[config.mk]
export PLATFORM = sky130hd
export DESIGN_NAME = conv_y_requant
export DESIGN_NICKNAME = d
export VERILOG_FILES = /design/src/rtl/conv_pkg.sv /design/src/rtl/sync_fifo.sv /design/src/rtl/conv_y_requant.sv
export SDC_FILE = /design/constraint.sdc
export NUM_CORES = 1
export LEC_CHECK = 0
export ABC_AREA = 0
export BUFFER_PORTS_ARGS = -buffer_cell sky130_fd_sc_hd__buf_2
export CORE_ASPECT_RATIO = 0.6
export CORE_MARGIN = 1.5
export CORE_UTILIZATION = 55
export CTS_BUF_LIST = sky130_fd_sc_hd__clkbuf_8
export DETAILED_ROUTE_END_ITERATION = 8
export HOLD_SLACK_MARGIN = 0.06
export MAX_ROUTING_LAYER = met4
export PLACE_DENSITY = 0.77
export SETUP_SLACK_MARGIN = 0.2
export SKIP_CTS_REPAIR_TIMING = 1
export SYNTH_ARGS = -nofsm -noshare
export SYNTH_HDL_FRONTEND = slang
export SYNTH_HIERARCHICAL = 1
export SYNTH_SLANG_ARGS = --single-unit
[constraint.sdc]
create_clock -name clk -period 2.53 [get_ports clk]
set_input_delay 0.759 -clock clk [delete_from_list [all_inputs] [get_ports clk]]
set_output_delay 0.759 -clock clk [all_outputs]
set_load 0.02 [all_outputs]
[src/rtl/conv_pkg.sv]
`default_nettype none
// +----------------------------------------------------------------------------+
// | Package   : conv_pkg                                                       |
// | Purpose   : Shared helpers for the convolution output path: number of      |
// |             outputs per convolution vector, signed saturation bounds and   |
// |             the {last, data} FIFO entry layout.                            |
// | Revision  : 1.0  initial release                                           |
// +----------------------------------------------------------------------------+
package conv_pkg;

  localparam int DEF_OUT_WIDTH = 8;

  // Valid-mode 1-D convolution output count.
  function automatic int num_out(input int x_size, input int f_size);
    return x_size - f_size + 1;
  endfunction

  function automatic longint sat_max(input int width);
    return (longint'(1) << (width - 1)) - 1;
  endfunction

  function automatic longint sat_min(input int width);
    return -(longint'(1) << (width - 1));
  endfunction

  localparam longint SAT_MAX = sat_max(DEF_OUT_WIDTH);
  localparam longint SAT_MIN = sat_min(DEF_OUT_WIDTH);

  typedef struct packed {
    logic                            last;
    logic signed [DEF_OUT_WIDTH-1:0] data;
  } z_entry_t;

endpackage
`default_nettype wire

[src/rtl/sync_fifo.sv]
`default_nettype none
// +----------------------------------------------------------------------------+
// | Module    : sync_fifo                                                      |
// | Purpose   : Single-clock FIFO, DEPTH entries of WIDTH bits. Head entry is  |
// |             presented combinationally on rd_data.                          |
// | Ports     : clk, reset (sync, active-high), push/wr_data, pop/rd_data,     |
// |             full, empty, count (0..DEPTH).                                 |
// | Revision  : 1.0  initial release                                           |
// +----------------------------------------------------------------------------+
module sync_fifo #(
  parameter int WIDTH = 9,
  parameter int DEPTH = 4
) (
  input  logic                       clk,
  input  logic                       reset,
  input  logic                       push,
  input  logic [WIDTH-1:0]           wr_data,
  input  logic                       pop,
  output logic [WIDTH-1:0]           rd_data,
  output logic                       full,
  output logic                       empty,
  output logic [$clog2(DEPTH):0]     count
);

  localparam int AW = $clog2(DEPTH);
  localparam int CW = AW + 1;

  logic [WIDTH-1:0] mem [DEPTH];
  logic [AW-1:0]    wr_ptr;
  logic [AW-1:0]    rd_ptr;
  logic             do_push;
  logic             do_pop;

  assign full    = (count == CW'(DEPTH));
  assign empty   = (count == '0);
  assign do_push = push && !full;
  assign do_pop  = pop && !empty;
  assign rd_data = mem[rd_ptr];

  // Storage has no reset; only occupancy tracking is cleared.
  always_ff @(posedge clk) begin
    if (do_push) begin
      mem[wr_ptr] <= wr_data;
    end
  end

  // DEPTH is a power of two, so pointers wrap naturally.
  always_ff @(posedge clk) begin
    if (reset) begin
      wr_ptr <= '0;
      rd_ptr <= '0;
      count  <= '0;
    end else begin
      if (do_push) wr_ptr <= wr_ptr + AW'(1);
      if (do_pop)  rd_ptr <= rd_ptr + AW'(1);
      case ({do_push, do_pop})
        2'b10:   count <= count + CW'(1);
        2'b01:   count <= count - CW'(1);
        default: count <= count;
      endcase
    end
  end

endmodule
`default_nettype wire

[src/rtl/conv_y_requant.sv]
`default_nettype none
// +----------------------------------------------------------------------------+
// | Module    : conv_y_requant                                                 |
// | Purpose   : Requantises the signed Y accumulator stream to OUT_WIDTH-bit   |
// |             signed Z: round-half-up right shift, optional ReLU, saturate.  |
// |             Results are buffered in a FIFO and the last output of every    |
// |             convolution vector is tagged.                                  |
// | Ports     : clk, reset (sync, active-high)                                 |
// |             s_valid_y / s_ready_y / s_data_in_y / cfg_relu_en  (input Y)   |
// |             m_valid_z / m_ready_z / m_data_out_z / m_last_z   (output Z)   |
// | Revision  : 1.0  initial release                                           |
// +----------------------------------------------------------------------------+
module conv_y_requant
  import conv_pkg::*;
#(
  parameter int ACC_SIZE  = 18,
  parameter int OUT_WIDTH = 8,
  parameter int SHIFT     = 7,
  parameter int X_SIZE    = 8,
  parameter int F_SIZE    = 4,
  parameter int DEPTH     = 4
) (
  input  logic                        clk,
  input  logic                        reset,
  input  logic                        s_valid_y,
  output logic                        s_ready_y,
  input  logic signed [ACC_SIZE-1:0]  s_data_in_y,
  input  logic                        cfg_relu_en,
  output logic                        m_valid_z,
  input  logic                        m_ready_z,
  output logic signed [OUT_WIDTH-1:0] m_data_out_z,
  output logic                        m_last_z
);

  localparam int NUM_OUT = num_out(X_SIZE, F_SIZE);
  localparam int LCW     = (NUM_OUT > 1) ? $clog2(NUM_OUT) : 1;
  localparam int CW      = $clog2(DEPTH) + 1;
  localparam int EW      = OUT_WIDTH + 1;
  localparam int RW      = ACC_SIZE + 1;

  // (1 << SHIFT) >> 1 yields 2^(SHIFT-1), and 0 when SHIFT is 0.
  localparam logic signed [RW-1:0] ROUND = RW'((longint'(1) << SHIFT) >> 1);
  localparam logic signed [RW-1:0] Z_MAX = RW'(sat_max(OUT_WIDTH));
  localparam logic signed [RW-1:0] Z_MIN = RW'(sat_min(OUT_WIDTH));

  logic signed [RW-1:0]        y_ext;
  logic signed [RW-1:0]        y_rnd;
  logic signed [RW-1:0]        r_shift;
  logic signed [RW-1:0]        r_relu;
  logic signed [OUT_WIDTH-1:0] z;
  logic                        push;
  logic                        pop;
  logic [LCW-1:0]              last_cnt;
  logic                        push_last;
  logic [EW-1:0]               head;
  logic                        fifo_full;
  logic                        fifo_empty;
  logic [CW-1:0]               fifo_count;

  // One guard bit keeps y + rounding term from overflowing.
  always_comb begin
    y_ext   = {s_data_in_y[ACC_SIZE-1], s_data_in_y};
    y_rnd   = y_ext + ROUND;
    r_shift = y_rnd >>> SHIFT;
    r_relu  = (cfg_relu_en && (r_shift < 0)) ? '0 : r_shift;
    if (r_relu > Z_MAX) begin
      z = Z_MAX[OUT_WIDTH-1:0];
    end else if (r_relu < Z_MIN) begin
      z = Z_MIN[OUT_WIDTH-1:0];
    end else begin
      z = r_relu[OUT_WIDTH-1:0];
    end
  end

  assign push      = s_valid_y && s_ready_y;
  assign pop       = m_valid_z && m_ready_z;
  assign push_last = (last_cnt == LCW'(NUM_OUT - 1));

  always_ff @(posedge clk) begin
    if (reset) begin
      last_cnt <= '0;
    end else if (push) begin
      last_cnt <= push_last ? '0 : last_cnt + LCW'(1);
    end
  end

  sync_fifo #(
    .WIDTH (EW),
    .DEPTH (DEPTH)
  ) u_fifo (
    .clk     (clk),
    .reset   (reset),
    .push    (push),
    .wr_data ({push_last, z}),
    .pop     (pop),
    .rd_data (head),
    .full    (fifo_full),
    .empty   (fifo_empty),
    .count   (fifo_count)
  );

  // Ready depends only on occupancy, never on m_ready_z.
  assign s_ready_y    = !fifo_full;
  assign m_valid_z    = (fifo_count != '0);
  assign m_data_out_z = fifo_empty ? '0   : head[OUT_WIDTH-1:0];
  assign m_last_z     = fifo_empty ? 1'b0 : head[EW-1];

endmodule
`default_nettype wire

==> summary.txt <==
Clk_lat worst skew - 290 ps
Endpoints failing setup - 0
CTS root buffer - clkbuf_8
Clock Power Share - 0.161
Largest net degree at the start of global routing - 15
Worst hold start - last_cnt[2]
FMAX - 426 MHz
Fin util - 0.731
Share of post-route cells with drive strength above 1 - 0.380
Switch Pwr - 870 µW
Global-route wire length before repair - 7370 µm
Synthesis Warnings - 6
Synth Flop Type - edfxtp_1
CTS clk-pin slew, worst paths - 80 ps
Antenna violations before repair - 0
# Max-Cap Violations - 0
Ports - 34
Fin crit period - 2340 ps
Worst clock skew - 8.20 ps
Synth async-reset ratio - 0
Reg2reg end - u_fifo/count[2]
CTS tree - done
FP Rows - 17
Pint - 1710 µW
Synth Cell Area - 2290 µm²
Fillers - 252
Fin Setup TNS - 0 ps
Syn Area/Cell - 13.2 µm²
Critical path peak fanout - 4
Inst Count DP - 247
Gr usage total - 0.229
DRC viols - 0
Slowest cell on the critical path - mux4_2
Final worst slack - 185 ps
Fin. Hold Viols - 0
Die width - 86.3 µm
CTS Buf Count - 5
CTS Sinks - 48
CP Class - reg -> out
Pwr dens - 922 nW/µm²
Die area - 4570 µm²
Worst Hold Class - reg -> reg
Inserted Diodes - 0
DRT Pass-1 Iters - 4
Core ar. - 3830 µm²
Via density per instance - 5.89
Buf/Inv on CP - 2
Post-synth top area share - 0.472
Synthesized flop and latch total - 48
Final RePlAce weighted congestion - 0.728
Top-count cell post-synth - edfxtp_1
Synth Instances - 174
Iteration-0 DRC Markers - 78
Seq/Total Area, Yosys - 0.577
Switching Share - 0.337
CP Launch Type - flop
Ranking of synthesized cells by area - edfxtp_1 47%, dfxtp_1 10%, mux4_2 8.8%
Rel. slew slack - 0.652
Comb pwr share - 0.443
Critical Path AT - 1590 ps
Hold Crit Endpoint - last_cnt[2]
Port bufs - 27
Worst Hold Depth - 2
Number of global-route vias before repair - 1515
CP peak stage delay - 480 ps
Via count - 1531
Final WL - 4660 µm
Post-synthesis cell type count - 40
Sequential Power Share - 0.396
Family with the most delay on the worst path - multiplexers
Wire per inst - 17.9 µm
Peak VDD IR - 0.426 mV
Synthesized net count - 206
Outcome - finished, final reports clean
Clk buf depth - 2
Worst-path cell chain - clkbuf_16 > mux4_2 > nor2b_1 > buf_2
Die Y - 53.0 µm
Finished Layout Cells - 260
DP HPWL - 3340 µm
FF-to-FF path depth - 11
Slew Limit Fails - 0
Reg-to-Reg Start - u_fifo/count[0]
P&R area growth vs syn - 22.2%
CP Data Required Time - 1770 ps
Flop-to-flop setup slack - 220 ps
H-Tree Depth - 2
Fin nets - 244
Post-DRT Antenna Nets - 0
Final Total Pwr - 2580 µW
Cell taking the most area after synthesis - edfxtp_1
Worst slack at placement - -31.4 ps
Remaining Overflow, GRT - 0
Post-synth EDFFs - 36
Commonest cells in the netlist - 36 x edfxtp_1, 12 x dfxtp_1, 12 x inv_1, 11 x nor2_1
Final Cycle Share - 0.927
Worst-margin pin slew - 522 ps
CP endpoint kind - output pin
Leakage - 0.00103 µW
Initial Util - 0.598
RSZ-0062 raised after global routing - true
==> cells by family (layout without fill, tap and decap cells) <==
logic type | after synthesis | in the layout | synth area share
simple gates | 56 | 56 | 0.146
flops | 48 | 48 | 0.577
compound gates | 26 | 26 | 0.0672
buf+inv | 16 | 55 | 0.0300
mux | 10 | 10 | 0.0928
fa+ha+maj | 9 | 9 | 0.0524
xor+xnor | 9 | 9 | 0.0344
==> layer usage <==
layer,share of wire,vias to the layer above,global-route usage
met4,0.0075,0,0.0565
met1,0.43,774,0.284
met3,0.060,4,0.0655
li1,-,713,-
met2,0.50,40,0.380
met5,0,-,-
==> state kept, by name (all words and copies together), names as in the netlist, named ones only <==
signal	count
u_fifo/rd_ptr	2
u_fifo/mem	36
last_cnt	3
u_fifo/count	3
u_fifo/wr_ptr	2
==> cell type report <==
| type | instances | area [µm²] | share of cell area |
|---|---|---|---|
| tap | 47 | 58.8 | 0.0210 |
| sequential | 48 | 1340 | 0.477 |
| timing repair buffer | 35 | 283 | 0.101 |
| clock buffer | 5 | 68.8 | 0.0246 |
| inverter | 12 | 45.0 | 0.0161 |
| multi-input combinational | 110 | 997 | 0.356 |
| clock inverter | 3 | 12.5 | 0.00447 |
==> tightest hold or removal path: stages, from the launching register on <==
cell	delay, ps
dfxtp_1	330
nand2_1	50
a21oi_1	50
==> cell usage in the layout, fill, tap and decap left out, drive strengths merged, types with 3 or more instances in the layout <==
master,n
edfxtp,36
buf,34
inv,14
o21ai,13
nor2,12
dfxtp,12
nor2b,10
mux4,9
a21oi,8
ha,8
xor2,7
and2,7
clkbuf,6
nand2,5
or3,4
nand4,3
nand2b,3
nand3,3
==> how the worst max path moves through the flow <==
stage          slack, ps  cells past startpoint               to
3_3_place_gp          70                     12  u_fifo/count[2]
6_report             190                      4  m_data_out_z[1]
4_1_cts              -20                      4  m_data_out_z[6]
3_5_place_dp         -30                     12  u_fifo/count[2]
2_1_floorplan        210                     11  u_fifo/count[2]
5_1_grt              110                     11  u_fifo/count[2]
==> power groups by stage <==
| stage | combinational [µW] | clock (µW) | sequential (µW) |
|---|---|---|---|
| 2_1_floorplan | 528 | 0 | 1010 |
| 3_3_place_gp | 735 | 0 | 1010 |
| 3_5_place_dp | 773 | 0 | 1020 |
| 4_1_cts | 777 | 426 | 1010 |
| 5_1_grt | 1240 | 451 | 1030 |
| 6_report | 1150 | 415 | 1020 |
==> metrics by stage <==
stage,hold WS [ps],instance area [µm²]
detailed placement,466,2490
global placement,445,2490
global route,526,2800
finish,480,2800
floorplan,429,2300
CTS,482,2580
Power figures use the tool's default switching activity.
